<file path="src/rtl/divider_arb_pkg.sv">
// Shared types and helpers for the divider arbiter.
package divider_arb_pkg;

  typedef enum logic [1:0] {
    IDLE  = 2'd0,
    ISSUE = 2'd1,
    BUSY  = 2'd2,
    RESP  = 2'd3
  } state_t;

  // Width of a requester index; never narrower than one bit.
  function automatic int unsigned id_width(input int unsigned n);
    return (n < 2) ? 1 : $clog2(n);
  endfunction

endpackage

</file>
<file path="src/rtl/divider_arbiter_rr_picker.sv">
// Combinational round-robin picker: first asserted request at or after ptr.
module rr_picker
  import divider_arb_pkg::*;
#(
  parameter  int unsigned N    = 4,
  localparam int unsigned ID_W = id_width(N)
) (
  input  logic [N-1:0]    req,
  input  logic [ID_W-1:0] ptr,
  output logic [N-1:0]    grant,
  output logic [ID_W-1:0] idx,
  output logic            any
);

  int unsigned     j;
  logic [ID_W-1:0] jj;

  // Scan ptr, ptr+1, ... modulo N and keep the first hit.
  always_comb begin
    grant = '0;
    idx   = '0;
    any   = 1'b0;
    j     = 0;
    jj    = '0;
    for (int unsigned k = 0; k < N; k++) begin
      j  = (32'(ptr) + k) % N;
      jj = ID_W'(j);
      if (req[jj] && !any) begin
        any       = 1'b1;
        grant[jj] = 1'b1;
        idx       = jj;
      end
    end
  end

endmodule

</file>
<file path="src/rtl/divider_arbiter.sv">
// Round-robin front end sharing one start/done iterative divider among
// NUM_REQ requesters; one operation in flight, result held until accepted.
module divider_arbiter
  import divider_arb_pkg::*;
#(
  parameter  int unsigned WIDTH   = 4,
  parameter  int unsigned NUM_REQ = 4,
  localparam int unsigned ID_W    = id_width(NUM_REQ)
) (
  input  logic                       clk,
  input  logic                       rst_n,
  input  logic [NUM_REQ-1:0]         req_valid,
  output logic [NUM_REQ-1:0]         req_ready,
  input  logic [NUM_REQ*WIDTH-1:0]   req_dividend,
  input  logic [NUM_REQ*WIDTH-1:0]   req_divisor,
  output logic                       resp_valid,
  input  logic                       resp_ready,
  output logic [ID_W-1:0]            resp_id,
  output logic [WIDTH-1:0]           resp_quotient,
  output logic [WIDTH-1:0]           resp_remainder,
  output logic                       resp_div_zero,
  output logic                       div_start,
  output logic [WIDTH-1:0]           div_dividend,
  output logic [WIDTH-1:0]           div_divisor,
  input  logic                       div_done,
  input  logic [WIDTH-1:0]           div_quotient,
  input  logic [WIDTH-1:0]           div_remainder
);

  state_t              state;
  logic [ID_W-1:0]     rr_ptr;
  logic [ID_W-1:0]     id_q;
  logic                dz_q;
  logic [NUM_REQ-1:0]  pick_grant;
  logic [ID_W-1:0]     pick_idx;
  logic                pick_any;
  logic [WIDTH-1:0]    sel_dividend;
  logic [WIDTH-1:0]    sel_divisor;

  rr_picker #(.N(NUM_REQ)) u_picker (
    .req   (req_valid),
    .ptr   (rr_ptr),
    .grant (pick_grant),
    .idx   (pick_idx),
    .any   (pick_any)
  );

  // Grant is offered only while idle; it always covers a valid bit, so any
  // offered grant is also a completed handshake on the next edge.
  always_comb begin
    req_ready    = (state == IDLE) ? pick_grant : '0;
    sel_dividend = req_dividend[pick_idx*WIDTH +: WIDTH];
    sel_divisor  = req_divisor[pick_idx*WIDTH +: WIDTH];
  end

  // Sequencer: accept, pulse start, wait for done, hold result until taken.
  always_ff @(posedge clk or negedge rst_n) begin
    if (!rst_n) begin
      state          <= IDLE;
      rr_ptr         <= '0;
      id_q           <= '0;
      dz_q           <= 1'b0;
      resp_valid     <= 1'b0;
      resp_id        <= '0;
      resp_quotient  <= '0;
      resp_remainder <= '0;
      resp_div_zero  <= 1'b0;
      div_start      <= 1'b0;
      div_dividend   <= '0;
      div_divisor    <= '0;
    end else begin
      case (state)
        IDLE: begin
          if (pick_any) begin
            div_dividend <= sel_dividend;
            div_divisor  <= sel_divisor;
            id_q         <= pick_idx;
            dz_q         <= (sel_divisor == '0);
            div_start    <= 1'b1;
            state        <= ISSUE;
          end
        end
        // div_done still reflects a previous operation here; not sampled.
        ISSUE: begin
          div_start <= 1'b0;
          state     <= BUSY;
        end
        BUSY: begin
          if (div_done) begin
            resp_quotient  <= div_quotient;
            resp_remainder <= div_remainder;
            resp_id        <= id_q;
            resp_div_zero  <= dz_q;
            resp_valid     <= 1'b1;
            state          <= RESP;
          end
        end
        RESP: begin
          if (resp_ready) begin
            resp_valid <= 1'b0;
            rr_ptr     <= (resp_id == ID_W'(NUM_REQ - 1)) ? '0 : resp_id + ID_W'(1);
            state      <= IDLE;
          end
        end
        default: state <= IDLE;
      endcase
    end
  end

endmodule
</file>
<file path="config.mk">
export PLATFORM = sky130hd
export DESIGN_NAME = divider_arbiter
export DESIGN_NICKNAME = d
export VERILOG_FILES = /design/src/rtl/divider_arb_pkg.sv /design/src/rtl/divider_arbiter_rr_picker.sv /design/src/rtl/divider_arbiter.sv
export SDC_FILE = /design/constraint.sdc
export NUM_CORES = 1
export LEC_CHECK = 0
export CORE_MARGIN = 2
export CORE_UTILIZATION = 40
export CTS_CLUSTER_DIAMETER = 40
export DETAILED_ROUTE_END_ITERATION = 6
export GPL_ROUTABILITY_DRIVEN = 0
export PLACE_DENSITY_LB_ADDON = 0.2
export SKIP_CTS_REPAIR_TIMING = 1
export SLEW_MARGIN = 20
export SYNTH_ARGS = -nofsm -noshare
export SYNTH_HDL_FRONTEND = slang
export SYNTH_SLANG_ARGS = --single-unit
</file>
<file path="constraint.sdc">
create_clock -name clk -period 3.01 [get_ports clk]
set_input_delay 0.602 -clock clk [delete_from_list [all_inputs] [get_ports clk]]
set_output_delay 0.602 -clock clk [all_outputs]
set_load 0.05 [all_outputs]
</file>
Word level (Yosys, flattened, before mapping)
Cells that the tools add are included.
{"block": "classes", "n_addsub": 4, "order_cmp": 8, "n_eq_ne": 7, "shifts": 2, "mux": 39, "bitwise_logic": 3, "n_reduce_logical": 20}
{"operator": "16-bit by 5-bit variable part select with 4-bit output", "count": 2}
{"operator": "4-bit two-way mux", "count": 5}
{"operator": "2-bit two-way mux", "count": 8}
{"operator": "1-bit two-way mux", "count": 15}
{"operator": "2-bit by 3-bit less-than comparator with 1-bit output, second input constant", "count": 4}
{"operator": "4-bit OR", "count": 3}
{"operator": "1-bit binary-select mux with 2-bit select", "count": 4}
{"operator": "1-bit demux with 2-bit select", "count": 4}
{"operator": "2-bit by 1-bit greater-or-equal comparator with 1-bit output, second input constant", "count": 4}
{"operator": "2-bit case mux with 4 select lines", "count": 1}
{"operator": "2-bit AND reduction", "count": 4}
{"operator": "1-bit logical AND", "count": 7}
{"operator": "2-bit equality test, second input constant", "count": 3}
{"operator": "2-bit != test, second input constant", "count": 3}
{"operator": "3-bit AND reduction", "count": 2}
{"operator": "2-bit by 1-bit adder with 2-bit output, second input constant", "count": 2}
{"operator": "2-bit adder, second input constant", "count": 2}
{"operator": "4-bit logical NOT", "count": 1}
{"operator": "1-bit case mux with 2 select lines", "count": 2}
{"operator": "2-bit nonzero test", "count": 2}
{"operator": "1-bit logical NOT", "count": 3}
{"operator": "2-bit by 1-bit equality test with 1-bit output, second input constant", "count": 1}
{"operator": "2-bit logical NOT", "count": 1}
{"block": "word_totals", "reg_bits": 28, "output_inout_bits": 25, "wordCells": 95}

Logic depth before layout (Yosys ltp)
Gate-level depths: netlist of the first run.
{"block": "depth", "depth_word": 14, "mapped_depth": 12, "depth_no_buf": 9}

Modules after synthesis
A second synthesis of the first run with hierarchy kept.
{"block": "unflattened", "hier_cells": 139, "hier_area_um2": 1803.0}
{"module": "divider_arbiter", "n_inst": 1, "cells_each": 94, "area_per_inst_um2": 1381.3, "seq_area_each_um2": 700.7}
{"module": "rr_picker", "n_inst": 1, "cells_each": 45, "area_per_inst_um2": 421.7, "seq_area_each_um2": 0.0}

Worst setup path after synthesis of the first run
OpenSTA, ideal clock, no wires.
{"block": "synth_timing", "kind": "register to output", "from": "register rr_ptr[0]", "to": "output port req_ready[0]", "arrival_ns": 2.870, "required_time_ns": 2.408, "slack_ns": -0.462, "path_stages_with_launch": 11, "n_path_buf": 2, "cell_sequence": "dfrtp_1 > buf_6 > inv_1 > ha_1 > buf_2 > mux4_2 > nor2b_2 > a22oi_1 > nor2_1 > a221oi_1 > nor2b_1"}
{"block": "synth_between", "elab_chain_cells": 13}
{"element": "from (decl)", "line_no": "divider_arbiter.sv:31", "text": "logic [ID_W-1:0] rr_ptr;"}
{"element": "from (signal assigned)", "line_no": "divider_arbiter.sv:101", "text": "rr_ptr <= (resp_id == ID_W'(NUM_REQ - 1)) ? '0 : resp_id + ID_W'(1);"}
{"element": "parallel branches: the longest is 11 deep, another holds 2-bit by 3-bit less-than comparator with 1-bit output"}
{"element": "4-bit two-way mux *", "line_no": "divider_arbiter_rr_picker.sv:28", "text": "if (req[jj] && !any) begin"}
{"element": "4-bit two-way mux *", "line_no": "divider_arbiter.sv:51", "text": "req_ready = (state == IDLE) ? pick_grant : '0;"}
{"element": "to (decl)", "line_no": "divider_arbiter.sv:13", "text": "output logic [NUM_REQ-1:0] req_ready,"}
Mark *: on every way between the ends. The select of a mux whose other input is x is not followed.

Worst setup path in the final report of the first run
{"block": "layout_timing", "from": "register rr_ptr[0]", "to": "output port req_ready[2]"}
The elaborated chain is that of the path after synthesis.

==> results of run 1 <==
-- routing by layer --
metal | track usage | up-vias | part of all wire
li1 | - | 830 | -
met1 | 0.189 | 772 | 0.41
met5 | 0 | - | 0
met2 | 0.297 | 60 | 0.52
met3 | 0.0511 | 4 | 0.066
met4 | 0.0329 | 0 | 0.0050
-- sequential cells by signal, summed over array words and instances, names as in the netlist --
name and cells:
dz_q 1, rr_ptr 2, div_divisor 4, resp_quotient 4, resp_remainder 4, resp_valid 1
id_q 2, resp_div_zero 1, div_start 1, resp_id 2, state 2, div_dividend 4
-- where the power goes --
part           internal [uW]  switching [uW]  total [uW]
sequential               568             108         676
clock                    178             114         292
combinational           1130            1440        2570
total                   1880            1660        3540
-- final cells by class --
type,instances,area share
inverters,8,0.0101
clock inverters,1,0.0101
clock buffers,3,0.0139
well taps,54,0.0228
multi-input cells,138,0.398
flip-flops and latches,28,0.237
repair buffers,93,0.308
-- synth_stat cells --
cell       number
dfrtp_1        28
nand2_1        24
mux2_2         22
o21ai_0        17
mux2i_1        14
ha_1           12
inv_1           8
nor2_1          7
nor2b_1         6
a221oi_1        5
a22oi_1         4
buf_6           4
clkbuf_1        4
a21oi_1         2
and2_1          2
buf_2           2
nor3_1          2
nor4_1          2
o21ai_1         2
o21ai_2         2
a211oi_1        1
a32oi_1         1
mux4_1          1
mux4_2          1
nand2b_1        1
nand3_1         1
nand4_1         1
nor2b_2         1
nor3_2          1
nor3_4          1
nor3b_1         1
o2bb2ai_1       1
o311ai_2        1
o31ai_1         1
o32a_1          1
-- how the worst max path moves through the flow --
stage | start | end | slack, ps | cells past startpoint
after floorplan | rr_ptr[0] | req_ready[0] | 20 | 9
after global placement | req_valid[1] | dz_q | -120 | 8
after detailed placement | req_valid[0] | div_dividend[2] | -160 | 7
after CTS | req_valid[3] | req_ready[0] | -160 | 9
after global routing | rr_ptr[1] | req_ready[3] | -90 | 11
final | rr_ptr[0] | req_ready[2] | -9 | 9
-- worst max-delay path: cells and delay by family (launching register included) --
kind	cells	cell delay (ps)
mux	1	620
simple gates	3	520
flops	1	380
fa+ha+maj	1	270
buf+inv	2	210
compound gates	2	150
-- cells by family (layout without fill, tap and decap cells) --
group / count (synthesis) / count (layout) / synth area share
and+or+nand+nor: 50 / 50 / 0.132
AOI/OAI and AO/OA: 38 / 38 / 0.135
buffers and inverters: 18 / 105 / 0.0529
DFF: 28 / 28 / 0.370
muxes: 38 / 38 / 0.231
adders and majority gates: 12 / 12 / 0.0794
-- through the flow --
| stage | worst slack, ps | instance area, um2 | setup TNS [ps] | total power [uW] | cells |
|---|---|---|---|---|---|
| floorplan | 20.5 | 1930 | 0 | 2390 | 184 |
| global placement | -117 | 2790 | -969 | 3050 | 321 |
| detailed placement | -164 | 2790 | -1480 | 3100 | 321 |
| CTS | -156 | 2870 | -584 | 3400 | 325 |
| global route | -90.3 | 2970 | -342 | 3760 | 325 |
| finish | -8.83 | 2970 | -8.83 | 3540 | 325 |
==> impl_metrics.csv, run 1 <==
group,metric,value,unit
status,run_status,"finished, violations left",
status,violations,"setup timing",
global_route,grt_antenna_before_repair,0,
floorplanning,die_w,72.8,um
critical_path,worstPathCellList,"inv_2, ha_4, mux4_2, nor2b_4, a22oi_1, nor2_1, a221oi_2, nor2b_4, buf_8",
floorplanning,rows,25,
sta,timing.slew.headroom,0.505,
layout,final_nets,332,
synthesis,synth_area_leader_cell,"dfrtp_1",
drt,viasPerCell,5.13,
drt,ant_nets,0,
synthesis,syn_inst,184,
layout,drive_gt1_frac,0.277,
critical_path,timing.rr.end,"dz_q",
global_route,grt_start_max_net_pins,23,
placement,portBuffers,72,
cts,cts_sinks,28,
synthesis,ys_seq_area_frac,0.370,
floorplanning,fp.coreArea,4630,um2
global_route,grt_pass1_wl,6910,um
layout,multi_input_area,1180,um2
layout,layout_commonest_cell,"clkdlybuf4s50_1",
floorplanning,start_util,0.409,
critical_path,cp-end-kind,"primary output",
layout,areaGrowthSynthToFinish,56.7,%
critical_path,worstSetupPathType,"reg2out",
job,cap_viol_max_count,0,
drt,drcViolationCount,0,
sta,max_freq,331,MHz
layout,seq_area,702,um2
drt,firstDrtPassIters,4,
critical_path,crit_required,2410,ps
critical_path,crit_arrival,2420,ps
drt,first_iter_violations,74,
hold_path,min_path_type,"reg2reg",
layout,nFillCells,387,
critical_path,slowest_delay,620,ps
cts,cts-root-to-sink-buffers,2,
power_and_ir_drop,power.density,1190,nW/um2
layout,n_antenna_cell,0,
critical_path,regToRegSetupSlack,240,ps
sta,finalCritPeriodShare,1.00,
global_route,grt_overflow,0,
critical_path,worstPathMaxFanout,6,
cts,clk_latency,270,ps
drt,vias,1666,
sta,drv_slew,0,
synthesis,synth_top_area_share,0.370,
cts,path_clk_slew,90,ps
placement,dp_hpwl,3310,um
floorplanning,boundaryPins,73,
synthesis,ys_warn_count,0,
global_route,grt_pass1_vias,1639,
hold_path,holdPathEnd,"div_dividend[2]",
power_and_ir_drop,vdd.ir_drop.worst,466,uV
cts,cts_buffers,3,
critical_path,reg2reg_depth,12,
sta,layout_setup_ws,-8.83,ps
synthesis,synth_seq_cells,28,
hold_path,min_path_cells,2,
cts,h-tree-depth,1,
sta,worstMarginPinSlew,740,ps
power_and_ir_drop,leakage,0.00132,uW
synthesis,yosysUniqueCellTypes,35,
critical_path,crit_path_top_delay_cell,"mux4_2",
drt,routed_wirelength,4440,um
global_route,grt_usage,0.164,
sta,period_minus_slack,3020,ps
sta,finalSetupViolCount,1,
sta,holdWs,485,ps
cts,root_buffer,"clkbuf_8",
drt,post_drt_wl_per_cell,13.7,um
synthesis,syn-num-nets,244,
critical_path,cp-start-kind,"register",
cts,cts_tree,"built",
critical_path,path_common_cell,"nor2b_4",
synthesis,syn_area,1890,um2
sta,rsz0062_at_grt,"true",
sta,finClkSkew,1.99,ps
critical_path,r2r-start,"rr_ptr[0]",
hold_path,hold_path_startpoint,"div_dividend[2]",
layout,layout_common_cells,"clkdlybuf4s50_1, dfrtp_1, nand2_1",
synthesis,syn_avg_cell_area,10.3,um2
floorplanning,fp.dieH,72.8,um
layout,fin_util,0.641,
sta,finalHoldViolations,0,
synthesis,synth_area_leaders,"dfrtp_1, mux2_2, ha_1",
floorplanning,die-area,5300,um2
No activity file was read; power rests on OpenSTA's default activity.
==> run 2, diff against run 1 <==
--- a/config.mk
+++ b/config.mk
@@ -8,5 +8,4 @@
 export CORE_MARGIN = 2
 export CORE_UTILIZATION = 40
-export CTS_CLUSTER_DIAMETER = 40
 export DETAILED_ROUTE_END_ITERATION = 6
 export GPL_ROUTABILITY_DRIVEN = 0
==> constraint.sdc (replaced) <==
create_clock -name clk -period 3.01 [get_ports clk]
set_input_delay 0.602 -clock clk [delete_from_list [all_inputs] [get_ports clk]]
set_output_delay 0.602 -clock clk [all_outputs]
set_load 0.02 [all_outputs]
==> run 2 against run 1 <==
  * The flow now finishes without violations
  * Die area did not move
  * Worst hold slack improved by 2.3 ps
  * Clock skew hardly changed
  * Non-clock buffer count rose by 5
  * Via count increased by 1.2%
  * First-iteration DRC count rose by 23%
  * Final cell count rose by 1.5%
  * Fmax grew 2.4%
  * Sequential power barely moved
  * Sequential cell count did not move
  * Critical path type unchanged
  * Largest power group unchanged
==> impl_metrics.csv, run 2 (same netlist as run 1, synthesis figures left out) <==
group,metric,value,unit
cts,path_clk_slew,90,ps
global_route,grt_antenna_before_repair,0,
drt,first_iter_violations,91,
placement,dp_hpwl,3250,um
layout,layout_common_cells,"clkdlybuf4s50_1, dfrtp_1, nand2_1, buf_4, mux2_2",
sta,max_freq,339,MHz
power_and_ir_drop,combPwrFrac,0.693,
drt,firstDrtPassIters,4,
power_and_ir_drop,leakage,0.00133,uW
sta,finalCritPeriodShare,0.979,
sta,timing.slew.headroom,0.693,
critical_path,crit_arrival,2340,ps
critical_path,path_common_cell,"buf_6",
layout,layout_commonest_cell,"clkdlybuf4s50_1",
sta,finalSetupViolCount,0,
job,cap_viol_max_count,0,
global_route,grt_overflow,0,
floorplanning,fp.dieH,72.8,um
layout,drive_gt1_frac,0.275,
hold_path,min_path_type,"reg2reg",
drt,drcViolationCount,0,
global_route,grt_pass1_vias,1730,
critical_path,cp-start-kind,"register",
critical_path,reg2reg_depth,12,
critical_path,cp-end-kind,"primary output",
floorplanning,die_w,72.8,um
cts,cts_buffers,3,
power_and_ir_drop,p_total,3140,uW
critical_path,cp-startpoint,"rr_ptr[0]",
critical_path,worstSetupPathType,"reg2out",
drt,vias,1686,
cts,cts_tree,"built",
placement,place_area,2770,um2
sta,finalHoldViolations,0,
critical_path,regToRegSetupSlack,300,ps
power_and_ir_drop,power.density,1060,nW/um2
critical_path,path_depth,9,
floorplanning,boundaryPins,73,
sta,period_minus_slack,2950,ps
sta,worstMarginPinSlew,459,ps
status,run_status,"complete, no violations",
placement,portBuffers,72,
floorplanning,fp.coreArea,4630,um2
critical_path,r2r-start,"rr_ptr[0]",
global_route,grt_usage,0.175,
cts,root_buffer,"clkbuf_8",
global_route,grt_pass1_wl,7440,um
floorplanning,rows,25,
cts,cts_sinks,28,
cts,clk_latency,270,ps
power_and_ir_drop,vdd.ir_drop.worst,451,uV
critical_path,timing.rr.end,"dz_q",
drt,routed_wirelength,4360,um
critical_path,crit_end,"req_ready[3]",
floorplanning,die-area,5300,um2
power_and_ir_drop,power.share.switching,0.402,
critical_path,worstPathCellList,"inv_2, ha_4, mux4_2, buf_6, a22oi_2, nor2_1, a221oi_2, nor2b_2, buf_6",
critical_path,crit_path_top_delay_cell,"mux4_2",
layout,n_antenna_cell,0,
sta,holdWs,487,ps
drt,viasPerCell,5.11,
power_and_ir_drop,switching_power,1260,uW
power_and_ir_drop,p_int,1880,uW
power_and_ir_drop,seq_power_share,0.214,
critical_path,worstPathMaxFanout,5,
global_route,grt_start_max_net_pins,29,
drt,post_drt_wl_per_cell,13.2,um
cts,h-tree-depth,1,
layout,final_nets,337,
layout,fin_area,2960,um2
layout,areaGrowthSynthToFinish,56.3,%
cts,cts-root-to-sink-buffers,2,
sta,drv_slew,0,
critical_path,path_buf_inv,3,
floorplanning,start_util,0.409,
drt,ant_nets,0,
sta,finClkSkew,2.18,ps
critical_path,crit_required,2410,ps
critical_path,slowest_delay,590,ps
critical_path,path_delay_family,"multiplexers",
power_and_ir_drop,power.share.clock,0.093,
[run 2: changes by cell type in the layout (fill, tap and decap cells not counted), sizes merged]
cell	previous run	this run
buf	25	28
clkbuf	3	5
[run 2: per-stage QoR]
step	std cells	setup WS, ps	utilization	TNS, ps
floorplan	184	10.4	-	0
global placement	320	-419	0.598	-3330
detailed placement	320	-480	0.598	-3800
CTS	324	-478	0.614	-1870
global route	330	-56.0	0.639	-148
finish	330	63.3	0.639	0
[run 2: power groups by stage]
stage               clock, uW  sequential (uW)  combinational (uW)
global placement            0              672                1950
finish                    293              673                2180
detailed placement          0              680                1980
floorplan                   0              859                1130
CTS                       304              674                1980
global route              320              701                2390
[run 2: routing by layer]
layer | track usage | up-vias | wire, um
li1 | - | 845 | -
met1 | 0.217 | 785 | 1830
met2 | 0.311 | 52 | 2260
met3 | 0.0428 | 4 | 236
met4 | 0.0309 | 0 | 32
met5 | 0 | - | 0
[run 2: how the worst min path moves through the flow]
stage	from	end	slack [ps]	depth (start not counted)
after floorplan	rst_n	div_dividend[0]	310	0
after detailed placement	div_divisor[2]	div_divisor[2]	480	2
after global placement	id_q[1]	id_q[1]	460	2
final	id_q[1]	id_q[1]	490	2
after CTS	id_q[1]	id_q[1]	500	2
after global routing	div_divisor[0]	div_divisor[0]	520	2
[run 2: layout make-up]
cell class              instances  area (um2)
clock buffers                   3        41.3
clock inverters                 1        30.0
fillers                       379        1670
inverters                       8        30.0
multi-input cells             138        1150
flip-flops and latches         28         701
well taps                      54        67.6
repair buffers                 98         935
[run 2: worst min-delay path, stage by stage, from the launching register on]
cell and delay, ps:
dfrtp_1 350, nand2_1 50, o21ai_0 60
